### src/rtl/alu_cmd_issuer_pkg.sv
// Purpose: shared types and constants for the ALU command issuer.
// Latency: n/a (declarations only).
// Backpressure: n/a (declarations only).
package alu_cmd_issuer_pkg;

    // Datapath width of operands, accumulator and result.
    localparam int DATA_W = 4;

    // Operation encodings carried on in_op.
    typedef enum logic [1:0] {
        OP_SRA = 2'b00,
        OP_SRL = 2'b01,
        OP_SUB = 2'b10,
        OP_ADD = 2'b11
    } op_t;

    // Issuer FSM states.
    //   IDLE  : FIFO empty and no result held
    //   RUN   : issuing and/or draining results
    //   STALL : result held under backpressure with commands still queued
    typedef enum logic [1:0] {
        IDLE  = 2'd0,
        RUN   = 2'd1,
        STALL = 2'd2
    } state_t;

    // One queued command as stored in the FIFO.
    typedef struct packed {
        op_t               op;
        logic [DATA_W-1:0] a;
        logic [DATA_W-1:0] b;
        logic [1:0]        c;
        logic              chain;
    } cmd_t;

endpackage

### src/rtl/alu_cmd_issuer_alu.sv
// Purpose: 4-bit combinational ALU (SRA, SRL, SUB, ADD), results wrap modulo 2^DATA_W.
// Latency: zero cycles, purely combinational.
// Backpressure: none; output follows inputs.
// Ports: a/b operands, c shift amount, op selects the operation, ans is the result.
module alu_core
    import alu_cmd_issuer_pkg::*;
(
    input  logic [DATA_W-1:0] a,
    input  logic [DATA_W-1:0] b,
    input  logic [1:0]        c,
    input  op_t               op,
    output logic [DATA_W-1:0] ans
);

    // Signed view of A so >>> replicates the sign bit.
    logic signed [DATA_W-1:0] a_signed;
    assign a_signed = a;

    always_comb begin
        ans = '0;
        case (op)
            OP_SRA:  ans = a_signed >>> c;
            OP_SRL:  ans = a >> c;
            OP_SUB:  ans = a - b;
            OP_ADD:  ans = a + b;
            default: ans = '0;
        endcase
    end

endmodule

### src/rtl/alu_cmd_issuer.sv
// Purpose: queues ALU commands in a DEPTH-entry FIFO and issues them one per cycle into a held result register.
// Latency: command accepted at edge N is presented on out_valid/out_ans after edge N+1 when FIFO and result are empty.
// Backpressure: out_ready low holds the result stable and lets the FIFO fill; in_ready drops when the FIFO is full or clr is high.
// Ports:
//   clk, rst_n       single clock, asynchronous active-low reset
//   clr              synchronous flush of FIFO, result, accumulator and done counter; overrides everything that cycle
//   in_valid/in_ready command handshake; in_op/in_a/in_b/in_c/in_chain form the command
//   out_valid/out_ready result handshake; out_ans is the held result
//   done_cnt         count of completed result handshakes, wraps at 256
module alu_cmd_issuer
    import alu_cmd_issuer_pkg::*;
#(
    parameter int DEPTH = 4
) (
    input  logic              clk,
    input  logic              rst_n,
    input  logic              clr,
    input  logic              in_valid,
    output logic              in_ready,
    input  logic [1:0]        in_op,
    input  logic [DATA_W-1:0] in_a,
    input  logic [DATA_W-1:0] in_b,
    input  logic [1:0]        in_c,
    input  logic              in_chain,
    output logic              out_valid,
    input  logic              out_ready,
    output logic [DATA_W-1:0] out_ans,
    output logic [7:0]        done_cnt
);

    if (DEPTH < 2 || DEPTH > 16 || (DEPTH & (DEPTH - 1)) != 0) begin : g_bad_depth
        $error("alu_cmd_issuer: DEPTH must be a power of two in 2..16");
    end

    localparam int            AW       = $clog2(DEPTH);
    localparam logic [AW:0]   FULL_CNT = (AW+1)'(DEPTH);

    // ------------------------------------------------------------------
    // Storage and state
    // ------------------------------------------------------------------
    cmd_t              mem [DEPTH];
    logic [AW-1:0]     wr_ptr;
    logic [AW-1:0]     rd_ptr;
    logic [AW:0]       count;
    logic [AW:0]       cnt_nxt;
    logic              ready_en;
    logic [DATA_W-1:0] acc;
    logic              vld_nxt;
    state_t            state;
    state_t            state_nxt;

    // ------------------------------------------------------------------
    // Handshake / control decode
    // ------------------------------------------------------------------
    logic              full;
    logic              empty;
    logic              push;
    logic              pop;
    logic              handoff;
    cmd_t              wr_cmd;
    cmd_t              head;
    logic [DATA_W-1:0] opa;
    logic [DATA_W-1:0] alu_ans;

    assign full  = (count == FULL_CNT);
    assign empty = (count == '0);

    // ready_en is cleared by reset and set on the first clock edge after
    // release, so in_ready stays low throughout reset and rises one edge later.
    assign in_ready = ready_en && !full && !clr;
    assign push     = in_valid && in_ready;

    // clr suppresses issue and handoff so nothing is counted in a flush cycle.
    assign handoff  = out_valid && out_ready && !clr;
    assign pop      = !clr && !empty && (!out_valid || out_ready);

    always_comb begin
        wr_cmd       = '0;
        wr_cmd.op    = op_t'(in_op);
        wr_cmd.a     = in_a;
        wr_cmd.b     = in_b;
        wr_cmd.c     = in_c;
        wr_cmd.chain = in_chain;
    end

    assign head = mem[rd_ptr];

    // Chained commands take operand A from the previous issued result.
    assign opa  = head.chain ? acc : head.a;

    alu_core u_alu (
        .a   (opa),
        .b   (head.b),
        .c   (head.c),
        .op  (head.op),
        .ans (alu_ans)
    );

    // ------------------------------------------------------------------
    // Next-cycle occupancy, shared by the registers and the FSM
    // ------------------------------------------------------------------
    always_comb begin
        cnt_nxt = count;
        if (clr) begin
            cnt_nxt = '0;
        end else begin
            case ({push, pop})
                2'b10:   cnt_nxt = count + (AW+1)'(1);
                2'b01:   cnt_nxt = count - (AW+1)'(1);
                default: cnt_nxt = count;
            endcase
        end
    end

    always_comb begin
        vld_nxt = out_valid;
        if (clr) begin
            vld_nxt = 1'b0;
        end else if (pop) begin
            vld_nxt = 1'b1;
        end else if (handoff) begin
            vld_nxt = 1'b0;
        end
    end

    // ------------------------------------------------------------------
    // FIFO storage (no reset needed: only slots between rd_ptr and wr_ptr
    // are ever read for an issue)
    // ------------------------------------------------------------------
    always_ff @(posedge clk) begin
        if (push) begin
            mem[wr_ptr] <= wr_cmd;
        end
    end

    // ------------------------------------------------------------------
    // Datapath registers
    // ------------------------------------------------------------------
    always_ff @(posedge clk or negedge rst_n) begin
        if (!rst_n) begin
            ready_en  <= 1'b0;
            wr_ptr    <= '0;
            rd_ptr    <= '0;
            count     <= '0;
            out_valid <= 1'b0;
            out_ans   <= '0;
            acc       <= '0;
            done_cnt  <= '0;
        end else begin
            ready_en  <= 1'b1;
            count     <= cnt_nxt;
            out_valid <= vld_nxt;
            if (clr) begin
                wr_ptr   <= '0;
                rd_ptr   <= '0;
                out_ans  <= '0;
                acc      <= '0;
                done_cnt <= '0;
            end else begin
                if (push) begin
                    wr_ptr <= wr_ptr + AW'(1);
                end
                if (pop) begin
                    rd_ptr  <= rd_ptr + AW'(1);
                    out_ans <= alu_ans;
                    acc     <= alu_ans;
                end
                if (handoff) begin
                    done_cnt <= done_cnt + 8'd1;
                end
            end
        end
    end

    // ------------------------------------------------------------------
    // FSM: tracks IDLE / RUN / STALL from next-cycle occupancy
    // ------------------------------------------------------------------
    always_ff @(posedge clk or negedge rst_n) begin
        if (!rst_n) begin
            state <= IDLE;
        end else begin
            state <= state_nxt;
        end
    end

    always_comb begin
        state_nxt = state;
        if (clr) begin
            state_nxt = IDLE;
        end else begin
            case (state)
                IDLE: begin
                    if (push) begin
                        state_nxt = RUN;
                    end
                end
                RUN: begin
                    if (cnt_nxt == '0 && !vld_nxt) begin
                        state_nxt = IDLE;
                    end else if (out_valid && !out_ready && cnt_nxt != '0) begin
                        state_nxt = STALL;
                    end
                end
                STALL: begin
                    if (out_ready) begin
                        state_nxt = RUN;
                    end
                end
                default: state_nxt = IDLE;
            endcase
        end
    end

    // IDLE must always mean nothing queued and nothing held.
    a_idle_consistent: assert property (
        @(posedge clk) disable iff (!rst_n)
        (state == IDLE) |-> (!out_valid && empty)
    );

endmodule

### config.mk
export PLATFORM = sky130hd
export DESIGN_NAME = alu_cmd_issuer
export DESIGN_NICKNAME = d
export VERILOG_FILES = /design/src/rtl/alu_cmd_issuer_pkg.sv /design/src/rtl/alu_cmd_issuer_alu.sv /design/src/rtl/alu_cmd_issuer.sv
export SDC_FILE = /design/constraint.sdc
export NUM_CORES = 1
export LEC_CHECK = 0
export BUFFER_PORTS_ARGS = -buffer_cell sky130_fd_sc_hd__clkbuf_2
export CORE_UTILIZATION = 48
export CTS_CLUSTER_SIZE = 8
export DETAILED_ROUTE_END_ITERATION = 8
export PLACE_DENSITY = 0.68
export SLEW_MARGIN = 20
export SYNTH_ARGS = -nofsm -noshare
export SYNTH_HDL_FRONTEND = slang
export SYNTH_SLANG_ARGS = --single-unit
### constraint.sdc
create_clock -name clk -period 2.9 [get_ports clk]
set_input_delay 0.58 -clock clk [delete_from_list [all_inputs] [get_ports clk]]
set_output_delay 0.58 -clock clk [all_outputs]
set_load 0.005 [all_outputs]
## Word level (Yosys, flattened, before mapping)

Memories as Yosys holds them, arrays and structs flattened.
Cells that the tools add are included.
W data, S select, Z words.

| cells by class | value |
|---|---|
| $add $sub $neg | 7 |
| $mul | 0 |
| div/mod/pow operators | 0 |
| $lt $le $gt $ge | 0 |
| equality and inequality tests | 6 |
| shift-type cells | 2 |
| mux-type cells | 17 |
| bitwise gates (word level) | 0 |
| reductions and logical operators | 19 |

Operators with widths:

| operator | count |
|---|---|
| $mux W8 | 2 |
| $pmux W4 S4 | 1 |
| $mux W4 | 3 |
| $add A8 B1 Y8 const B | 1 |
| $mux W2 | 4 |
| $logic_and A1 B1 Y1 | 7 |
| $eq A2 B2 Y1 const B | 3 |
| $pmux W3 S2 | 1 |
| $reduce_bool A2 Y1 | 3 |
| $reduce_bool A3 Y1 | 2 |
| $mux W1 | 5 |
| $add A2 B1 Y2 const B | 2 |
| $add A4 B4 Y4 | 1 |
| $eq A2 B1 Y1 const B | 2 |
| $logic_not A1 Y1 | 4 |
| $shr A4 B2 Y4 | 1 |
| $sshr A4 B2 Y4 | 1 |
| $sub A4 B4 Y4 | 1 |
| $add A3 B1 Y3 const B | 1 |
| $eq A3 B3 Y1 const B | 1 |
| $logic_not A3 Y1 | 1 |
| $mux W3 | 1 |
| $sub A3 B1 Y3 const B | 1 |
| $logic_not A2 Y1 | 1 |
| $logic_or A1 B1 Y1 | 1 |

| storage, ports and cells | value |
|---|---|
| register bits | 21 |
| bits in latches | 0 |
| memory bits (writable) | 52 |
| bits in read-only memories | 0 |
| input bits | 18 |
| output and inout bits | 14 |
| word-level logic and storage cells | 59 |
| memories kept | 1 |

Memories:

| memory | depth | width | read ports | clocked after memory_dff | write ports | line | source |
|---|---|---|---|---|---|---|---|
| mem | 4 | 13 | 1 | 0 | 1 | alu_cmd_issuer.sv:41 | `cmd_t mem [DEPTH];` |

## Logic depth before layout (Yosys ltp)

Gate-level depths: netlist (run 1).

| logic depth | value |
|---|---|
| depth after elaboration | 8 |
| mapped depth | 13 |
| mapped depth without buffers | 11 |

## By module

A second synthesis (run 1) with hierarchy kept.

| second synthesis, totals | value |
|---|---|
| cell total of the unflattened synthesis | 226 |
| area, all modules | 3414.5 um2 |

By module, submodules not included:

| module | instances | cells an instance | area each (um2) | sequential area each (um2) |
|---|---|---|---|---|
| alu_cmd_issuer | 1 | 187 | 3099.2 | 2087.0 |
| alu_core | 1 | 39 | 315.3 | 0.0 |

## Worst setup path after synthesis (run 1)

No wires, ideal clock.

| path | value |
|---|---|
| path type | register -> register |
| from | reg rd_ptr[0] |
| to | reg acc[3] |
| arrival | 2.879 ns |
| data required time | 2.770 ns |
| slack | -0.110 ns |
| cell stages (with the launch flop) | 14 |
| path buffers | 2 |
| path through | dfrtp_1 buf_6 buf_2 mux4_2 inv_1 ha_1 nand2_1 o21ai_0 ha_1 a21o_1 a21oi_1 xnor3_1 a311oi_1 o21ai_1 |

| between the ends | value |
|---|---|
| longest elaborated chain between the ends | 6 |
| elaborated cells between the ends (all ways) | 13 |

Ends and longest elaborated chain:

| item | line | source |
|---|---|---|
| start, declared | alu_cmd_issuer.sv:43 | `logic [AW-1:0] rd_ptr;` |
| start signal, assigned | alu_cmd_issuer.sv:164 | `rd_ptr <= rd_ptr + AW'(1);` |
| $mem_v2 Z4 W13 * | -- |  |
| $mux W4 | alu_cmd_issuer.sv:89 | `assign opa = head.chain ? acc : head.a;` |
| $add A4 B4 Y4 (tied with other cells) | alu_cmd_issuer_alu.sv:25 | `OP_ADD: ans = a + b;` |
| $pmux W4 S4 * | alu_cmd_issuer_alu.sv:21 | `case (op)` |
| $mux W4 * | alu_cmd_issuer.sv:163 | `if (pop) begin` |
| $mux W4 * | alu_cmd_issuer.sv:153 | `if (clr) begin` |
| end signal, assigned | alu_cmd_issuer.sv:166 | `acc <= alu_ans;` |
| end, declared | alu_cmd_issuer.sv:47 | `logic [DATA_W-1:0] acc;` |

Every way passes the cells marked *; elsewhere a longest branch is shown, timed or not. The select of a mux whose other input is x is not followed.
A chain may end at the register's enable or synchronous reset.

## Final worst setup path (run 1)

Ends and elaborated chain as after synthesis.

==> results of run 1 <==
## flip-flops by register name (all words and copies together) (netlist names)
| register | count |
|---|---|
| rd_ptr | 2 |
| wr_ptr | 2 |
| count | 3 |
| out_valid | 1 |
| acc | 4 |
| ready_en | 1 |
| done_cnt | 8 |
| mem | 52 |
## path summary, 6_finish.rpt
path / endpoint / cells past startpoint
max: acc[3] / 10
max reg2reg: acc[3] / 10
min reg2reg: done_cnt[7] / 2
min in group clk: mem[0][3] / 1
min: done_cnt[6] / 1
max in group asynchronous: count[0] / 1
## cell usage in the layout, fill, tap and decap left out, types with 7 or more instances in the layout
cell and n:
dfrtp_1 21, nand2_1 8, inv_1 7, clkbuf_2 31, clkbuf_8 9, ha_1 8
edfxtp_1 52, buf_4 22, nor3_1 7, mux4_2 11, nor2_1 14
## stage by stage
stage	total power [mW]	cells	hold WS (ns)
floorplan	2.04	219	0.284
global placement	2.29	337	0.524
detailed placement	2.31	337	0.548
CTS	3.20	355	0.205
global route	3.53	362	0.232
finish	3.34	362	0.191
## layer usage
metal	share of wire, %	wire length (um)	global-route usage [%]	up-vias
li1	-	-	-	949
met1	45	2900	25.3	979
met2	49	3190	30.2	46
met3	4.5	287	4.52	10
met4	1.2	76	9.39	0
met5	0	0	0	-
## worst max-delay path, stage by stage (launching register included)
cell and delay, ns:
dfrtp_1 0.40, buf_12 0.14, buf_4 0.12, mux4_1 0.57, mux2_4 0.32, ha_4 0.24
a21o_1 0.18, a21oi_2 0.12, xnor3_1 0.24, a311oi_1 0.26, o21ai_1 0.09
## power groups by stage
stage,registers (mW),clock network [mW],logic [mW]
after floorplan,1.28,0,0.763
after global placement,1.30,0,0.996
after detailed placement,1.30,0,1.01
after CTS,1.28,0.888,1.04
after global routing,1.29,0.928,1.31
final,1.28,0.870,1.19
## kinds of logic after synthesis
| group | share of synthesized area [%] |
|---|---|
| AND/OR/NAND/NOR | 8.22 |
| AO/OA/AOI/OAI | 4.52 |
| multiplexers | 14.4 |
| other | 0.112 |
| flip-flops | 62.4 |
| XOR/XNOR | 3.55 |
| buffers and inverters | 2.28 |
| adder cells (fa/ha/maj) | 4.56 |
## what timing repair did
item	4_1_cts	5_1_grt
resized for setup	1	14
setup buffers	2	9
pin swaps	1	8
endpoints found under the setup margin	1	1
## layout make-up
cell class                      count  area (um^2)  area share [%]
Clock buffer                        9          124            3.08
Tap cell                           80          100            2.49
Multi-Input combinational cell    130         1230            30.6
Inverter                            8         30.0           0.747
Clock inverter                      7         92.6            2.30
Sequential cell                    73         2090            51.9
Timing Repair Buffer               55          355            8.84
==> metrics.txt, run 1 <==
status=completed; P&R area growth vs syn=20.0%; Synth top area share=between 40% and 50%; sequential share of the synthesized area=between 60 and 70%; Sw Ratio=30.4%; Fin Setup TNS=0 ns; fillers=about 540; pwr dens=831 nW/um^2; clock root cell=clkbuf_8; vias in the first global route=slightly below 2,000; post-synth cell types=41; area of the core=6760 um^2; Max Buffers Root-to-Sink=2; Num CTS Buffers=9; Final Cycle Share=97.2%; largest net degree at the start of global routing=22; data arrival time of the critical path=between 3 and 4 ns; number of buffer cells added on primary ports=31; crit path from=rd_ptr[0]; nets@finish=306; Post-DRT Antenna Nets=0; final setup vio count=0; Net Sw Power=1.02 mW; worst-margin pin slew=0.752 ns; clock share of power=26.1%; share of cells above drive strength 1=around 33%; Die Area=around 7300 um^2; global-route wire length before repair=approximately 10,000 um; DR vias/cell=5.48; clk_lat worst skew=0.35 ns; ys flop type=edfxtp_1; Clock Sink Count=73; syn nets=248; flops & latches, synth=73; Cells after Synth=219; register share of total power=38.3%; Clock Pin Slew Worst Setup and Hold Paths=0.08 ns; Int Pwr=2.32 mW; fin crit period=2.82 ns; GPL Wtd Cong=slightly above 0.8; Die Wd=85.5 um; DR vias=1,984; Critical Path Start Type=flip-flop; most frequent cells after synthesis=edfxtp_1, dfrtp_1, nor2_1, mux4_2, nand2_1; Die H=approximately 86 um; reg2reg setup slack=0.08 ns; final-report hold violation count=0; drt total wl=between 6000 and 7000 um; Lkg Pwr=1.59 nW; Async S/R FF share, synth=28.8%; fin area=approximately 4000 um^2; n_diodes=0; peak supply drop=0.000352 V; syn avg cell area=15.3 um^2; DR iter-0 viols=87; power share of the combinational group=35.6%; Placed Instance Area=3680 um^2; crit path capture type=flip-flop; Setup Skew=0.00731 ns; Max H-tree Level=3; grt total ovfl=0; Hold WC Path Type=input pin to async pin; wire per inst=about 18 um; Area contributors post-synth=edfxtp_1, dfrtp_1, mux4_2, ha_1, mux4_1; worst reg2reg startpoint=rd_ptr[0]; Critical Path Fanout Max=6; Req. time, crit path=3.13 ns; min setup slack post-route=0.0814 ns; DPL Wire Length=4350 um; final core utilization=59.5%; # DRC=0; hold_buf cts=0; initial antenna violation count=0; # rows=30; max-cap violations=0; Synth Cell Area=3350 um^2; CTS tree=yes; Initial Util=49.5%; num ports=32; CP Class=flip-flop to flip-flop; Slew Viols, Final=0; Post-synth EDFFs=52; Overall Global Routing Usage=about a fifth; fmax=355 MHz; most frequent cell after synthesis=edfxtp_1; pre-CTS setup slack=-0.0595 ns; Initial DRT Pass Iterations=4; Rel. slew slack=49.5%; YS warnings=0; cell taking the most area after synthesis=edfxtp_1
Note: power is estimated with default switching activity, not from simulation.
==> inputs of run 2 (changes only) <==
Settings changed: SYNTH_HIERARCHICAL set to 1.
==> run 2 against run 1 <==
Net effect: final cell count rose by 2.8%; count of clock-buffer cells in the layout did not move; non-clock buffer count fell by 11; synthesized area rose by 2.0%; core utilization fell by 0.87 points; die area rose by 2.0%; register-to-register slack improved by 0.08 ns; combinational power fell by 13%; sequential share of layout area rose by 0.19 points; critical path type unchanged; largest power group unchanged.
==> metrics.txt, run 2 <==
status=completed; CP max-delay cell=mux4_2; worst-margin pin slew=0.557 ns (-0.196 ns); clock share of power=30.8% (+4.7 points); CP max stage delay=0.52 ns (-0.05 ns); Sw Ratio=28.6% (-1.9 points); crit path capture type=flip-flop; DPL Wire Length=4010 um (-7.8%); Crit path top cell by count=ha_1; num ports=32 (unchanged); data arrival time of the critical path=3.01 ns (-0.03 ns); Synth top area share=45.7% (-0.92 points); placed insts=355 (+5.3%); clk_lat worst skew=0.34 ns (about the same); P&R area growth vs syn=17.2%; Initial DRT Pass Iterations=4 (unchanged); largest net degree at the start of global routing=25 (+14%); Critical Path Start Type=flip-flop; flops & latches, synth=73 (unchanged); Die Wd=86.3 um (+0.98%); # rows=30 (unchanged); Fin Setup TNS=0 ns (unchanged); Clock Sink Count=73 (unchanged); share of cells above drive strength 1=28.3% (-5.1 points); Max H-tree Level=3 (unchanged); Critical Path Fanout Max=4 (-2); YS warnings=6 (+6); area of the core=6830 um^2 (+1.1%); sequential share of the synthesized area=61.1% (-1.2 points); syn avg cell area=15.1 um^2 (-1.1%); GPL Wtd Cong=0.798 (-1.7%); Num CTS Buffers=9 (unchanged); cell taking the most area after synthesis=edfxtp_1; initial antenna violation count=0 (unchanged); Die Area=7450 um^2 (+2.0%); commonest non-fill, non-tap cell in the layout=edfxtp_1; reg2reg setup slack=0.16 ns (+0.08 ns); most frequent cells after synthesis=edfxtp_1, dfrtp_1, nor2_1, inv_1, mux4_2; commonest non-fill, non-tap cells in the layout=edfxtp_1, clkbuf_2, dfrtp_1; grt total ovfl=0 (unchanged); wire per inst=15.9 um (-11%); n_diodes=0 (unchanged); Die H=86.3 um (+0.98%); # DRC=0 (unchanged); Net Sw Power=0.952 mW (-6.3%); final core utilization=58.6% (-0.87 points); Max Buffers Root-to-Sink=2 (unchanged); Bufs and invs on worst path=2 (unchanged); final setup vio count=0 (unchanged); peak supply drop=0.000413 V (+18%); DR vias/cell=5.17 (-5.6%); final-report hold violation count=0 (unchanged); Crit. path cell count=13 (+3); Rel. slew slack=62.9% (+13 points); vias in the first global route=1,973 (+1.8%); Area contributors post-synth=edfxtp_1, dfrtp_1, mux4_2, ha_1, mux4_1; RSZ-0062 raised after global routing=false; Cell Count, Final, Fillers Out=372 (+2.8%); biggest regs=mem x52, done_cnt x8, acc x4; fin crit period=2.74 ns (-0.0775 ns); Clock Pin Slew Worst Setup and Hold Paths=0.08 ns (about the same); Cells after Synth=226 (+3.2%); DR iter-0 viols=68 (-22%); cts repair resizes=0 (-1); nets@finish=300 (-2.0%); CP delay by family, top=multiplexers; CP Class=flip-flop to flip-flop; most frequent cell after synthesis=edfxtp_1; Int Pwr=2.38 mW (+2.5%); post-synth cell types=47 (+15%); drt total wl=5900 um (-8.5%); Synth Cell Area=3410 um^2 (+2.0%); CP cell instances=buf_4, mux4_2, inv_1, ha_1, nand2_1, o21ai_0, ha_1, a21o_1, a21oi_1, xnor3_1, o21ai_1, mux2i_1, nor2_1; number of buffer cells added on primary ports=31 (unchanged); Overall Power=3.33 mW (-0.16%); syn nets=255 (+2.8%); Req. time, crit path=3.17 ns (+0.04 ns); R2R depth=13 (+3); Post-DRT Antenna Nets=0 (unchanged); Overall Global Routing Usage=18.0% (-1.2 points); max FFs per register=52 (unchanged); register share of total power=38.0% (-0.3 points); fmax=365 MHz (+2.8%); Async S/R FF share, synth=28.8% (unchanged); Hold WC Path Type=input pin to async pin; Largest Register=mem; power share of the combinational group=31.1% (-4.5 points); global-route wire length before repair=9630 um (-5.6%); Initial Util=50.0% (+0.44 points); DR vias=1,925 (-3.0%); ys flop type=edfxtp_1; Post-synth EDFFs=52 (unchanged); CTS tree=yes; clock root cell=clkbuf_8; max-cap violations=0 (unchanged); pwr dens=833 nW/um^2 (+0.22%); Slew Viols, Final=0 (unchanged); Setup Skew=0.00917 ns (+0.00186 ns); Final Cycle Share=94.5% (-2.7 points); Lkg Pwr=1.57 nW (-1.1%)
-- run 2: cell types whose count changed after synthesis, moves of 3 or more --
cell,change
nand3_1,-3
nand2b_1,+3
nor3_1,-3
mux2_1,+4
and3_1,-4
inv_1,+3
mux2_2,-5
-- run 2: power groups by stage --
stage	clock network (mW)	registers [mW]	logic, mW
floorplan	0	1.26	0.825
finish	1.03	1.27	1.04
CTS	1.06	1.27	1.04
global route	1.09	1.28	1.14
detailed placement	0	1.29	1.03
global placement	0	1.29	1.01
-- run 2: cells by family (layout without fill, tap and decap cells) --
logic type / count (synthesis) / after routing / synth area share (%)
muxes: 26 / 26 / 13.6
DFF: 73 / 73 / 61.1
buffers and inverters: 21 / 71 / 3.08
other: 1 / 1 / 0.110
adders and majority gates: 11 / 11 / 4.47
xor gates and xnor gates: 13 / 13 / 3.96
AOI/OAI and AO/OA: 27 / 27 / 4.98
and+or+nand+nor: 54 / 54 / 8.65
-- run 2: timing repair --
| item | CTS | global route |
|---|---|---|
| hold buffers | 0 | 0 |
| endpoints found under the setup margin | 0 | 1 |
| setup buffers | 0 | 1 |
-- run 2: through the flow --
step / setup WS (ns) / hold slack (ns) / cell area [um^2]
5_1_grt: 0.0150 / 0.243 / 4000
4_1_cts: 0.143 / 0.213 / 4000
3_5_place_dp: 0.149 / 0.540 / 3730
3_3_place_gp: 0.231 / 0.528 / 3730
2_1_floorplan: 0.183 / 0.284 / 3410
6_report: 0.159 / 0.211 / 4000
-- run 2: routing by layer --
metal | global-route usage [%] | share of wire [%]
met2 | 29.3 | 48
met1 | 23.1 | 47
met5 | 0 | 0
met4 | 6.52 | 0.85
met3 | 5.24 | 3.8
-- run 2: layout make-up --
type / instances / area [um^2]
Fill cell: 559 / 2830
Sequential cell: 73 / 2090
Multi-Input combinational cell: 132 / 1220
Timing Repair Buffer: 44 / 265
Clock inverter: 7 / 143
Clock buffer: 9 / 124
Tap cell: 96 / 120
Inverter: 11 / 41.3
-- run 2: worst paths after layout --
check,start,endpoint
min in group clk,in_b[2],mem[3][5]
max,rd_ptr[0],acc[3]
min reg2reg,done_cnt[7],done_cnt[7]
max in group asynchronous,rst_n,acc[2]
max reg2reg,rd_ptr[0],acc[3]
min,rst_n,out_valid
==> inputs of run 3 (changes only) <==
Settings changed: CELL_PAD_IN_SITES_DETAIL_PLACEMENT set to 0, CELL_PAD_IN_SITES_GLOBAL_PLACEMENT set to 1, CORE_UTILIZATION 48 to 44, PLACE_DENSITY 0.68 to 0.73.
==> run 3 against run 2 <==
Net effect: non-clock buffer count grew 3; count of clock-buffer cells in the layout unchanged; critical path type unchanged; fmax down 2.8%; critical endpoint is now acc[0]; total power decreased by 4.0%; register-to-register slack lost 0.08 ns; global-route usage decreased by 1.1 points; first-iteration DRC count grew 100%; wire length grew 7.5%; largest cell class unchanged; design area shrank 0.34%; flip-flop and latch count did not move; die area grew 8.9%.
==> metrics.txt, run 3 (synthesis results as in run 2) <==
pre-CTS setup slack=0.0873 ns (-0.0614 ns); R2R depth=9 (-4); Post-DRT Antenna Nets=0 (unchanged); peak supply drop=0.000366 V (-12%); Max Buffers Root-to-Sink=2 (unchanged); Critical Path Start Type=flip-flop; Initial DRT Pass Iterations=4 (unchanged); Clock Sink Count=73 (unchanged); number of buffer cells added on primary ports=31 (unchanged); worst-margin pin slew=0.547 ns (-0.00991 ns); final core utilization=54.1% (-4.5 points); max-cap violations=0 (unchanged); Initial Util=46.3% (-3.6 points); final-report hold violation count=0 (unchanged); DR vias/cell=5.17 (-0.16%); reg-to-reg endpoint=acc[0]; Overall Power=3.20 mW (-4.0%); # DRC=0 (unchanged); vias in the first global route=1,982 (+0.46%); CP Class=flip-flop to flip-flop; biggest regs=mem x52, done_cnt x8, acc x4; CTS tree=yes; DR vias=1,953 (+1.5%); commonest non-fill, non-tap cell in the layout=edfxtp_1; RSZ-0062 raised after global routing=false; commonest non-fill, non-tap cells in the layout=edfxtp_1, clkbuf_2, dfrtp_1; n_diodes=0 (unchanged); largest net degree at the start of global routing=25 (unchanged); Placed Instance Area=3720 um^2 (-0.30%); drt total wl=6340 um (+7.5%); register area=2090 um^2 (about the same); Max H-tree Level=3 (unchanged); crit path capture type=flip-flop; fmax=355 MHz (-2.8%); area of the multi-input gates=1220 um^2 (unchanged); Bufs and invs on worst path=3 (+1); Slew Viols, Final=0 (unchanged); CP max-delay cell=mux4_2; # rows=31 (+3.3%); hold_buf cts=0 (unchanged); fillers=638 (+14%); Final Cycle Share=97.3% (+2.7 points); initial antenna violation count=0 (unchanged); area of the core=7370 um^2 (+7.9%); data arrival time of the critical path=3.05 ns (+0.04 ns); share of cells above drive strength 1=29.4% (+1.1 points); worst reg2reg startpoint=rd_ptr[0]; P&R area growth vs syn=16.8%; Die Area=8120 um^2 (+8.9%); CP cell instances=buf_4, clkbuf_16, buf_4, mux4_1, mux2_1, mux4_2, mux2_4, mux2i_1, nor2_1; wire per inst=16.8 um (+5.8%); GPL Wtd Cong=0.758 (-5.0%); Setup Skew=0.00752 ns (-0.00166 ns); clk_lat worst skew=0.35 ns (about the same); Req. time, crit path=3.13 ns (-0.04 ns); final setup vio count=0 (unchanged); num ports=32 (unchanged); DPL Wire Length=4120 um (+2.7%); clock root cell=clkbuf_8; grt total ovfl=0 (unchanged); nets@finish=303 (+1.0%); Critical Path Fanout Max=6 (+2); min setup slack post-route=0.0797 ns (-0.0791 ns); Num CTS Buffers=9 (unchanged); pwr dens=802 nW/um^2 (-3.6%); status=completed; Die H=90.1 um (+4.3%); CP delay by family, top=multiplexers; Hold WC Path Type=input pin to async pin; Overall Global Routing Usage=16.9% (-1.1 points); DR iter-0 viols=137 (+100%); fin crit period=2.82 ns (+0.0791 ns); Lkg Pwr=1.56 nW (-0.64%); CP max stage delay=0.50 ns (-0.02 ns); fin area=3990 um^2 (-0.34%); Rel. slew slack=63.6% (+0.66 points); global-route wire length before repair=10,100 um (+5.2%); max FFs per register=52 (unchanged); Die Wd=90.1 um (+4.3%); Largest Register=mem; Clock Pin Slew Worst Setup and Hold Paths=0.09 ns (about the same); Crit path top cell by count=buf_4; Fin Setup TNS=0 ns (unchanged); reg2reg setup slack=0.08 ns (-0.08 ns)
run 3: changes by cell type in the layout (fill, tap and decap cells not counted), moves of 2 or more:
cell | before | now
inv_6 | 0 | 4
buf_4 | 12 | 14
bufinv_16 | 4 | 1
clkinv_4 | 2 | 0
run 3: worst reg2reg max path: stages (launching register included):
cell and delay (ns):
dfrtp_2 0.43, buf_4 0.15, clkbuf_16 0.15, buf_4 0.13
mux4_1 0.47, mux2_1 0.41, mux4_2 0.50, mux2_4 0.27
mux2i_1 0.14, nor2_1 0.05
run 3: what timing repair did:
item                       in CTS  in global routing
setup endpoints to repair       0                  1
hold endpoints to repair        0                  0
buffers inserted                0                  5
gates resized for setup         0                  1
run 3: worst max path at each step:
stage,slack [ns],depth (start not counted),endpoint,from
floorplan,0.18,14,acc[3],rd_ptr[0]
global placement,0.21,13,acc[3],rd_ptr[0]
detailed placement,0.09,13,acc[3],rd_ptr[0]
CTS,0.08,13,acc[3],rd_ptr[0]
global route,0.009,13,acc[3],rd_ptr[0]
finish,0.08,9,acc[0],rd_ptr[0]
run 3: where the power goes:
group / internal (mW) / total, mW / leakage [nW] / switching [mW]
sequential: 1.19 / 1.27 / 0.753 / 0.0842
clock: 0.415 / 0.837 / 0.103 / 0.422
combinational: 0.564 / 1.09 / 0.705 / 0.528
total: 2.17 / 3.20 / 1.56 / 1.03
run 3: metal layers:
metal	up-vias	part of all wire (%)	GRT usage (%)
li1	937	-	-
met1	966	46	21.1
met2	40	49	27.2
met3	10	3.0	3.47
met4	0	2.1	9.68
met5	-	0	0
run 3: layout make-up:
type	count	area share (%)
sequential	73	52.4
multi-input combinational	132	30.6
timing repair buffer	47	7.65
clock buffer	9	3.11
tap	99	3.11
clock inverter	7	2.10
inverter	11	1.04
run 3: per-stage QoR:
| step | cells | hold slack (ns) |
|---|---|---|
| 6_report | 378 | 0.192 |
| 3_5_place_dp | 356 | 0.535 |
| 4_1_cts | 372 | 0.196 |
| 3_3_place_gp | 356 | 0.529 |
| 5_1_grt | 378 | 0.224 |
| 2_1_floorplan | 226 | 0.284 |
